## config.mk

```make
export PLATFORM = sky130hd
export DESIGN_NAME = fir_input_arbiter_flat
export DESIGN_NICKNAME = d
export VERILOG_FILES = /design/src/rtl/fir_pkg.sv /design/src/rtl/fir_input_arbiter_if.sv /design/src/rtl/rr_priority_picker.sv /design/src/rtl/fir_input_arbiter.sv /design/src/flat_wrapper.sv
export SDC_FILE = /design/constraint.sdc
export NUM_CORES = 1
export LEC_CHECK = 0
export CORE_MARGIN = 2
export CORE_UTILIZATION = 44
export CTS_CLUSTER_SIZE = 16
export DETAILED_ROUTE_END_ITERATION = 8
export GPL_TIMING_DRIVEN = 0
export HOLD_SLACK_MARGIN = 0.1
export PLACE_DENSITY_LB_ADDON = 0.25
export SLEW_MARGIN = 5
export SYNTH_ARGS = -nofsm -noshare
export SYNTH_HDL_FRONTEND = slang
export SYNTH_SLANG_ARGS = --single-unit
```

## constraint.sdc

```tcl
create_clock -name i_clk -period 2.85 [get_ports i_clk]
set_input_delay 0.7125 -clock i_clk [delete_from_list [all_inputs] [get_ports i_clk]]
set_output_delay 0.7125 -clock i_clk [all_outputs]
set_load 0.005 [all_outputs]
```

## src/rtl/fir_pkg.sv

```systemverilog
// Shared definitions for the deserializer -> arbiter -> FIR path.
// Latency: n/a (types and constants only).
// Backpressure: n/a.
package fir_pkg;

  // Default word width shared by the deserializers, arbiter and FIR.
  localparam int FIR_LENGTH = 16;

  // One-hot arbiter states.
  typedef enum logic [1:0] {
    ST_IDLE  = 2'b01,
    ST_ISSUE = 2'b10
  } arb_state_t;

  // Channel-tag width: max(1, clog2(n)).
  function automatic int ch_bits(input int n);
    return (n > 2) ? $clog2(n) : 1;
  endfunction

endpackage

```

## src/rtl/fir_input_arbiter_if.sv

```systemverilog
// Bundle between the deserializer channels, the arbiter and the FIR input.
// Latency: n/a (wiring only).
// Backpressure: FIR side is valid/ready; channel side is valid plus a one-cycle ack pulse.
interface fir_input_arbiter_if
  import fir_pkg::*;
#(
  parameter int N_CH   = 4,
  parameter int LENGTH = FIR_LENGTH
);
  localparam int CH_BITS = ch_bits(N_CH);

  logic [N_CH-1:0]        iv_ch_en;
  logic [N_CH-1:0]        iv_din_valid;
  logic [N_CH*LENGTH-1:0] ivv_din;
  logic [N_CH-1:0]        ov_ack;
  logic                   i_fir_ready;
  logic [LENGTH-1:0]      ov_dout;
  logic [CH_BITS-1:0]     ov_dout_ch;
  logic                   o_dout_valid;

  // Arbiter side.
  modport master (
    input  iv_ch_en, iv_din_valid, ivv_din, i_fir_ready,
    output ov_ack, ov_dout, ov_dout_ch, o_dout_valid
  );

  // Environment side (deserializers + FIR).
  modport slave (
    output iv_ch_en, iv_din_valid, ivv_din, i_fir_ready,
    input  ov_ack, ov_dout, ov_dout_ch, o_dout_valid
  );

endinterface

```

## src/rtl/rr_priority_picker.sv

```systemverilog
// Round-robin pick: first set req bit above last_grant, wrapping to channel 0.
// Latency: combinational.
// Backpressure: none; any_req reports whether a grant is meaningful.
module rr_priority_picker
  import fir_pkg::*;
#(
  parameter int N_CH    = 4,
  parameter int CH_BITS = ch_bits(N_CH)
) (
  input  logic [N_CH-1:0]    req,
  input  logic [CH_BITS-1:0] last_grant,
  output logic [CH_BITS-1:0] grant,
  output logic               any_req
);

  // Two descending passes: wrapped channels (<= last_grant) first, then channels above
  // last_grant overwrite them, so the nearest requester past last_grant wins.
  always_comb begin
    grant   = '0;
    any_req = |req;
    for (int c = N_CH - 1; c >= 0; c--) begin
      if (req[c] && (c <= int'(last_grant))) grant = CH_BITS'(c);
    end
    for (int c = N_CH - 1; c >= 0; c--) begin
      if (req[c] && (c > int'(last_grant))) grant = CH_BITS'(c);
    end
  end

endmodule

```

## src/rtl/fir_input_arbiter.sv

```systemverilog
// Round-robin share of one FIR input among N_CH deserializer channels, with stall watchdog.
// Latency: 1 cycle from eligible request in IDLE to o_dout_valid; at most one word per 2 cycles.
// Backpressure: word held stable while i_fir_ready is low; sticky o_timeout after TIMEOUT stalled cycles.
module fir_input_arbiter
  import fir_pkg::*;
#(
  parameter int N_CH    = 4,
  parameter int LENGTH  = FIR_LENGTH,
  parameter int TIMEOUT = 255
) (
  input  logic                i_clk,
  input  logic                i_rst,
  input  logic                i_en,
  fir_input_arbiter_if.master bus,
  output logic                o_timeout,
  output logic                o_busy
);

  localparam int CH_BITS = ch_bits(N_CH);
  localparam int WD_BITS = $clog2(TIMEOUT + 1);
  localparam logic [WD_BITS-1:0] WD_MAX = WD_BITS'(TIMEOUT);

  arb_state_t          state_q, state_d;
  logic [CH_BITS-1:0]  last_grant_q;
  logic [N_CH-1:0]     ack_q;
  logic [LENGTH-1:0]   dout_q;
  logic [CH_BITS-1:0]  dout_ch_q;
  logic                dout_vld_q;
  logic [WD_BITS-1:0]  wdog_q;
  logic [WD_BITS-1:0]  wdog_inc;
  logic                timeout_q;

  logic [N_CH-1:0]     req;
  logic [CH_BITS-1:0]  grant;
  logic                any_req;
  logic [LENGTH-1:0]   grant_word;
  logic                capture;
  logic                handshake;

  // The channel acked last cycle is still dropping its valid, so the ack mask doubles as the block mask.
  assign req = bus.iv_din_valid & bus.iv_ch_en & ~ack_q;

  rr_priority_picker #(
    .N_CH    (N_CH),
    .CH_BITS (CH_BITS)
  ) u_picker (
    .req        (req),
    .last_grant (last_grant_q),
    .grant      (grant),
    .any_req    (any_req)
  );

  // Select the granted channel's word from the packed input bus.
  always_comb begin
    grant_word = '0;
    for (int c = 0; c < N_CH; c++) begin
      if (grant == CH_BITS'(c)) grant_word = bus.ivv_din[c*LENGTH +: LENGTH];
    end
  end

  // State register.
  always_ff @(posedge i_clk) begin
    if (i_rst)     state_q <= ST_IDLE;
    else if (i_en) state_q <= state_d;
  end

  // Next-state: capture from IDLE when anything is eligible, return on FIR handshake.
  always_comb begin
    state_d = state_q;
    case (state_q)
      ST_IDLE:  if (any_req) state_d = ST_ISSUE;
      ST_ISSUE: if (dout_vld_q && bus.i_fir_ready) state_d = ST_IDLE;
      default:  state_d = ST_IDLE;
    endcase
  end

  // State-decoded controls; i_fir_ready is only honoured in ISSUE.
  always_comb begin
    capture   = (state_q == ST_IDLE) && any_req;
    handshake = (state_q == ST_ISSUE) && dout_vld_q && bus.i_fir_ready;
    o_busy    = (state_q != ST_IDLE);
    wdog_inc  = (wdog_q == WD_MAX) ? wdog_q : wdog_q + 1'b1;
  end

  // Capture/ack datapath, watchdog and sticky timeout flag.
  always_ff @(posedge i_clk) begin
    if (i_rst) begin
      last_grant_q <= CH_BITS'(N_CH - 1);
      ack_q        <= '0;
      dout_q       <= '0;
      dout_ch_q    <= '0;
      dout_vld_q   <= 1'b0;
      wdog_q       <= '0;
      timeout_q    <= 1'b0;
    end else if (i_en) begin
      ack_q <= '0;
      if (capture) begin
        dout_q       <= grant_word;
        dout_ch_q    <= grant;
        dout_vld_q   <= 1'b1;
        ack_q        <= {{(N_CH-1){1'b0}}, 1'b1} << grant;
        last_grant_q <= grant;
        wdog_q       <= '0;
      end else if (handshake) begin
        dout_vld_q <= 1'b0;
      end else if (state_q == ST_ISSUE) begin
        wdog_q <= wdog_inc;
        if (wdog_inc == WD_MAX) timeout_q <= 1'b1;
      end
    end
  end

  assign bus.ov_ack       = ack_q;
  assign bus.ov_dout      = dout_q;
  assign bus.ov_dout_ch   = dout_ch_q;
  assign bus.o_dout_valid = dout_vld_q;
  assign o_timeout        = timeout_q;

endmodule

```

## src/flat_wrapper.sv

```systemverilog
// flat-port wrapper written by rule: the top's interface ports become plain ports
module fir_input_arbiter_flat import fir_pkg::*;
#(
  parameter int N_CH    = 4,
  parameter int LENGTH  = FIR_LENGTH,
  parameter int TIMEOUT = 255
)
  (i_clk, i_rst, i_en, o_timeout, o_busy, bus_iv_ch_en, bus_iv_din_valid, bus_ivv_din, bus_i_fir_ready, bus_ov_ack, bus_ov_dout, bus_ov_dout_ch, bus_o_dout_valid);
  fir_input_arbiter_if #(.N_CH(N_CH), .LENGTH(LENGTH)) bus_i ();
  input  logic i_clk;
  input  logic i_rst;
  input  logic i_en;
  output logic o_timeout;
  output logic o_busy;
  input wire logic [$bits(bus_i.iv_ch_en)-1:0] bus_iv_ch_en;
  input wire logic [$bits(bus_i.iv_din_valid)-1:0] bus_iv_din_valid;
  input wire logic [$bits(bus_i.ivv_din)-1:0] bus_ivv_din;
  input wire logic [$bits(bus_i.i_fir_ready)-1:0] bus_i_fir_ready;
  output wire logic [$bits(bus_i.ov_ack)-1:0] bus_ov_ack;
  output wire logic [$bits(bus_i.ov_dout)-1:0] bus_ov_dout;
  output wire logic [$bits(bus_i.ov_dout_ch)-1:0] bus_ov_dout_ch;
  output wire logic [$bits(bus_i.o_dout_valid)-1:0] bus_o_dout_valid;
  assign bus_i.iv_ch_en = bus_iv_ch_en;
  assign bus_i.iv_din_valid = bus_iv_din_valid;
  assign bus_i.ivv_din = bus_ivv_din;
  assign bus_i.i_fir_ready = bus_i_fir_ready;
  assign bus_ov_ack = bus_i.ov_ack;
  assign bus_ov_dout = bus_i.ov_dout;
  assign bus_ov_dout_ch = bus_i.ov_dout_ch;
  assign bus_o_dout_valid = bus_i.o_dout_valid;
  fir_input_arbiter #(.N_CH(N_CH), .LENGTH(LENGTH), .TIMEOUT(TIMEOUT)) u_core (.i_clk(i_clk), .i_rst(i_rst), .i_en(i_en), .bus(bus_i), .o_timeout(o_timeout), .o_busy(o_busy));
endmodule
```

== Yosys cells after proc, flatten, opt, wreduce, memory -nomap -nowiden ==
Index checks and enable logic that the tools add are counted.

* Add/subtract/negate cells: 1
* $mul: 0
* Div/mod/pow operators: 0
* $lt $le $gt $ge: 6
* Equal/unequal tests: 11
* Shift operators: 1
* Mux-type cells: 21
* Bitwise operators: 5
* Reductions and logical operators: 19

{| class="wikitable"
|+ Operators by type and width
! operator !! count
|-
| two-way mux 16 bit || 4
|-
| two-way mux 8 bit || 4
|-
| two-way mux 2 bit || 9
|-
| equality test 8 bit (second input constant) || 2
|-
| logical AND 1 bit || 10
|-
| adder 8 x 1 -> 8 bit (second input constant) || 1
|-
| AND 4 bit || 2
|-
| != test 2 x 1 -> 1 bit (second input constant) || 4
|-
| equality test 2 bit (second input constant) || 3
|-
| AND reduction 3 bit || 2
|-
| AND reduction 5 bit || 1
|-
| equality test 2 x 1 -> 1 bit (second input constant) || 2
|-
| > comparator 2 bit (first input constant) || 2
|-
| <= comparator 2 bit (first input constant) || 2
|-
| two-way mux 4 bit || 1
|-
| inverter 4 bit || 1
|-
| one-hot mux 2 bit (2 select lines) || 1
|-
| AND reduction 2 bit || 2
|-
| nonzero test 2 bit || 2
|-
| OR reduction 4 bit || 1
|-
| << shifter 1 x 2 -> 4 bit (first input constant) || 1
|-
| > comparator 1 x 2 -> 1 bit (first input constant) || 1
|-
| <= comparator 1 x 2 -> 1 bit (first input constant) || 1
|-
| logical NOT 2 bit || 1
|-
| 2 further kinds || 4
|}

* Flip-flop bits (word level): 36
* Latch bits: 0
* Bits in writable memories: 0
* Memory bits (read-only): 0
* Bits of input ports: 76
* Output and inout bits: 25
* Word-level logic and storage cells: 72
* Memories kept: 0

== Longest topological paths before layout ==
* Word-level depth: 15
* Depth in mapped cells: 7

== Cells and area by module ==
Synthesis repeated with hierarchy kept, for this count alone.

* Cell total of the unflattened synthesis: 229
* Area, all modules: 2042.0 um2

{| class="wikitable"
|+ By module, submodules not included
! module !! times used !! cells each !! area each (um2)
|-
| fir_input_arbiter || 1 || 215 || 1960.6
|-
| rr_priority_picker || 1 || 14 || 81.3
|}

== Worst setup path after synthesis ==
OpenSTA, ideal clock, no wires.

* Kind: input-to-reg
* Start point: input port bus_iv_din_valid[2]
* End point: register u_core.dout_q[4], in the netlist u_core.bus.ov_dout[4]
* Setup time: 0.079 ns
* Arrival time: 2.012 ns
* Path slack: 0.758 ns
* Stages on the path: 7
* Cells stage by stage: nand3b_1 -> a41o_4 -> nor4_4 -> nand2b_1 -> buf_2 -> buf_6 -> o221ai_2

* Longest elaborated chain between the ends: 14
* Elaborated cells between the ends (all ways): 21

{| class="wikitable"
|+ Ends and longest elaborated chain
! item !! RTL line !! RTL
|-
| from (decl) || flat_wrapper.sv:16 || <nowiki>input wire logic [$bits(bus_i.iv_din_valid)-1:0] bus_iv_din_valid;</nowiki>
|-
| AND 4 bit * (2 in series) || fir_input_arbiter.sv:41 || <nowiki>assign req = bus.iv_din_valid & bus.iv_ch_en & ~ack_q;</nowiki>
|-
| logical AND 1 bit || rr_priority_picker.sv:22 || <nowiki>if (req[c] && (c <= int'(last_grant))) grant = CH_BITS'(c);</nowiki>
|-
| two-way mux 2 bit (3 in series) || rr_priority_picker.sv:22 ||
|-
| two-way mux 2 bit (3 in series) || rr_priority_picker.sv:25 || <nowiki>if (req[c] && (c > int'(last_grant))) grant = CH_BITS'(c);</nowiki>
|-
| logical NOT 2 bit || fir_input_arbiter.sv:57 || <nowiki>if (grant == CH_BITS'(c)) grant_word = bus.ivv_din[c*LENGTH +: LENGTH];</nowiki>
|-
| two-way mux 16 bit (4 in series) || fir_input_arbiter.sv:57 ||
|-
| to (signal assigned) || fir_input_arbiter.sv:98 || <nowiki>dout_q <= grant_word;</nowiki>
|-
| to (decl) || fir_input_arbiter.sv:26 || <nowiki>logic [LENGTH-1:0] dout_q;</nowiki>
|}

Every way passes the cells marked *; elsewhere a longest branch is shown, timed or not.
A chain may end at the register's enable or synchronous reset.

== Worst setup path after layout ==
* Start point: input port bus_iv_ch_en[1]
* End point: register u_core.dout_q[2], in the netlist u_core.bus.ov_dout[2]

* Longest elaborated chain between the ends: 13
* Elaborated cells between the ends (all ways): 20

{| class="wikitable"
|+ Ends and longest elaborated chain
! item !! RTL line !! RTL
|-
| from (decl) || flat_wrapper.sv:15 || <nowiki>input wire logic [$bits(bus_i.iv_ch_en)-1:0] bus_iv_ch_en;</nowiki>
|-
| AND 4 bit * (2 in series) || fir_input_arbiter.sv:41 ||
|-
| logical AND 1 bit || rr_priority_picker.sv:22 ||
|-
| two-way mux 2 bit (2 in series) || rr_priority_picker.sv:22 ||
|-
| two-way mux 2 bit (3 in series) || rr_priority_picker.sv:25 ||
|-
| logical NOT 2 bit || fir_input_arbiter.sv:57 ||
|-
| two-way mux 16 bit (4 in series) || fir_input_arbiter.sv:57 ||
|}

Marks and branches as above.

==> reports/summary.txt <==
Switch share = 28.0%
Area share of the largest cell type after synthesis = 34.5%
Vert. Die Dim = 72.9 um
DR vias/cell = 5.53
Sequential share of power = 41.7%
Status = finished clean
Max Cap Viol = 0
Sequential share of the synthesized area = 34.5%
Worst-skew pair later-pin latency = 0.29 ns
Final core utilization = 69.9%
Drc violations = 0
Synth top area cells = dfxtp_1 (34%), mux2i_1 (16%), o221ai_2 (7.2%)
Final WS setup = 0.228 ns
Final GP Congestion = 0.900
First-pass GRT wire length = 9210 um
Area delta synth->final = 55.9%
Num Clock Sinks = 36
Worst reg-to-reg setup slack = 0.72 ns
Non-Filler Instances = 386
Initial core utilization = 44.8%
CTS buffer count = 5
Clk_skew = 0.00296 ns
Ys async rst share = 0%
Worst hold margin = 0.466 ns
Synth Cell Area = 2090 um2
CP endpoint kind = register
Antenna Nets Post-Route = 0
Antenna fix cells = 0
Pre-antenna DRT Iters = 4
Design Power = 1.36 mW
Wire length per cell = 15.3 um
Row Count = 25
Net Sw Power = 380 uW
Slew Limit Fails = 0
Synth cell count leaders = dfxtp_1 (36), mux2i_1 (34), nand2_1 (25)
WL final = 5910 um
Die area = 5320 um2
Relative slew slack = 66.7%
Post-synth EDFFs = 0
Final Setup Violations = 0
Unique cell type count in the Yosys netlist = 49
Gr usage total = 22.3%
Worst EP arrival = 2.79 ns
Worst slack, placed = -0.0638 ns
Unrepaired setup endpoints after global routing = no
CP Launch Type = primary input
TritonCTS clock tree = yes
Longest Clk Path Bufs = 2
CP required = 3.02 ns
Clock Tree Root = clkbuf_8
Net count, final = 408
Flops & latches, synth = 36
P_int = 979 uW
Leading area contributor after synthesis = dfxtp_1
Placed cell count = 378
Final Hold Vio Count = 0
Core ar. = 4660 um2
Peak VDD IR = 0.330 mV
CP Class = in2reg
Ys Warns = 0
Share of layout cells above drive strength 1 = 9.64%
Fin crit period = 2.62 ns
Cell Pwr Density = 417 nW/um2
Number of I/O port buffers = 100
Final worst-path cycle share = 92.0%
Vias in the first global route = 1991
Via Count = 2134
Count leader, synth = dfxtp_1
Die X = 72.9 um
Initial drt markers = 151
Setup bufs post-CTS = 0
Clock-pin transition on the worst setup and hold timing paths = 0.07 ns
Total congestion overflow = 0
Syn Area/Cell = 9.33 um2
Slew @ Worst Pin = 0.498 ns
Synth Flop Type = dfxtp_1
Leakage = 1.32 nW
Gate power share = 30.5%
Syn Inst Count = 224
CP max FO = 10
Initial antenna violation count = 0
Hold Path Class = reg2reg
HPWL after detailed placement = 4510 um
H-tree Lvls = 2
Synthesized Nets = 301
# fillers = 366
I/O Pins = 101
Clock power share = 27.8%
Largest net degree at the start of global routing = 12
Max Freq = 381 MHz
## state kept, by name, summed over array words and instances, names as in the netlist
register                 cells
u_core.wdog_q                8
u_core.bus.ov_dout_ch        2
u_core.bus.ov_ack            4
u_core.state_q               2
u_core.bus.o_dout_valid      1
u_core.last_grant_q          2
u_core.bus.ov_dout          16
u_core.o_timeout             1
## logic make-up (layout without fill, tap and decap cells)
logic type / Yosys count / after routing / share of synthesized area (%)
adder cells (fa/ha/maj): 1 / 1 / 0.599
AND/OR/NAND/NOR: 80 / 80 / 21.3
AO/OA/AOI/OAI: 53 / 53 / 22.6
XOR/XNOR: 1 / 1 / 0.419
flip-flops: 36 / 36 / 34.5
multiplexers: 34 / 34 / 16.3
buffers and inverters: 19 / 127 / 4.25
## power by group through the flow
stage                     clock [mW]  combinational [mW]  sequential (mW)
after CTS                      0.388               0.415            0.567
after global routing           0.410               0.447            0.573
after global placement             0               0.408            0.576
final                          0.377               0.415            0.567
after floorplan                    0               0.198            0.577
after detailed placement           0               0.413            0.578
## worst max-delay path, stage by stage
cell             delay (ns)
clkdlybuf4s50_1        0.52
nand3b_1               0.22
a21oi_1                0.18
nand3b_1               0.15
buf_2                  0.28
buf_2                  0.33
mux2i_1                0.27
o221ai_2               0.12
## metal layers
metal  global-route usage, %  up-vias  routed length (um)
li1                        -     1066                   -
met1                    27.3      995                2430
met2                    37.7       61                3030
met3                    5.39       12                 324
met4                    8.85        0                 120
met5                       0        -                   0
## path summary, 6_finish.rpt
| kind | startpoint | end | cells past startpoint |
|---|---|---|---|
| setup / recovery | bus_iv_ch_en[1] | u_core.bus.ov_dout[2] | 8 |
| hold / removal | u_core.o_timeout | u_core.o_timeout | 2 |
| setup reg to reg | u_core.bus.ov_ack[1] | u_core.bus.ov_dout[2] | 6 |
| hold reg to reg | u_core.o_timeout | u_core.o_timeout | 2 |
## what timing repair did
action,in CTS,in global routing
endpoints found under the setup margin,0,10
hold buffers,0,0
gates resized for setup,0,1
## final cells by class
cell class                 count  area (um2)  share of cell area, %
multi-input combinational    169        1290                   39.5
buffer                        11        58.8                   1.80
inverter                       8        30.0                  0.922
clock inverter                 2        10.0                  0.307
sequential                    36         721                   22.1
timing repair buffer         100        1000                   30.7
clock buffer                   6        82.6                   2.53
tap                           54        67.6                   2.07
## metrics by stage
step / cell area (um2) / setup TNS, ns
floorplan: 2090 / 0
global placement: 3160 / -0.466
detailed placement: 3160 / -0.489
CTS: 3250 / 0
global route: 3260 / 0
finish: 3260 / 0
## cells in the final DEF, fill, tap and decap left out, types with 2 or more instances in the layout
cell | synthesis | layout
clkdlybuf4s50_1 | 0 | 100
dfxtp_1 | 36 | 36
mux2i_1 | 34 | 34
nand2_1 | 25 | 25
nor2_1 | 17 | 17
a21oi_1 | 11 | 11
o221ai_2 | 10 | 10
inv_1 | 8 | 8
nand3b_1 | 6 | 6
nand3_1 | 6 | 6
o221ai_1 | 6 | 6
clkbuf_8 | 0 | 6
buf_2 | 5 | 5
nor3_1 | 5 | 5
clkbuf_1 | 4 | 4
nand2b_1 | 3 | 3
o21ai_0 | 3 | 3
a31oi_1 | 3 | 3
and3b_1 | 2 | 2
a211oi_2 | 2 | 2
a22oi_1 | 2 | 2
or3_1 | 2 | 2
nand4_1 | 2 | 2
and3_1 | 2 | 2
o21ai_1 | 2 | 2
a211oi_1 | 2 | 2
o21a_1 | 2 | 2
clkinv_2 | 0 | 2
(Power assumes the default switching activity.)
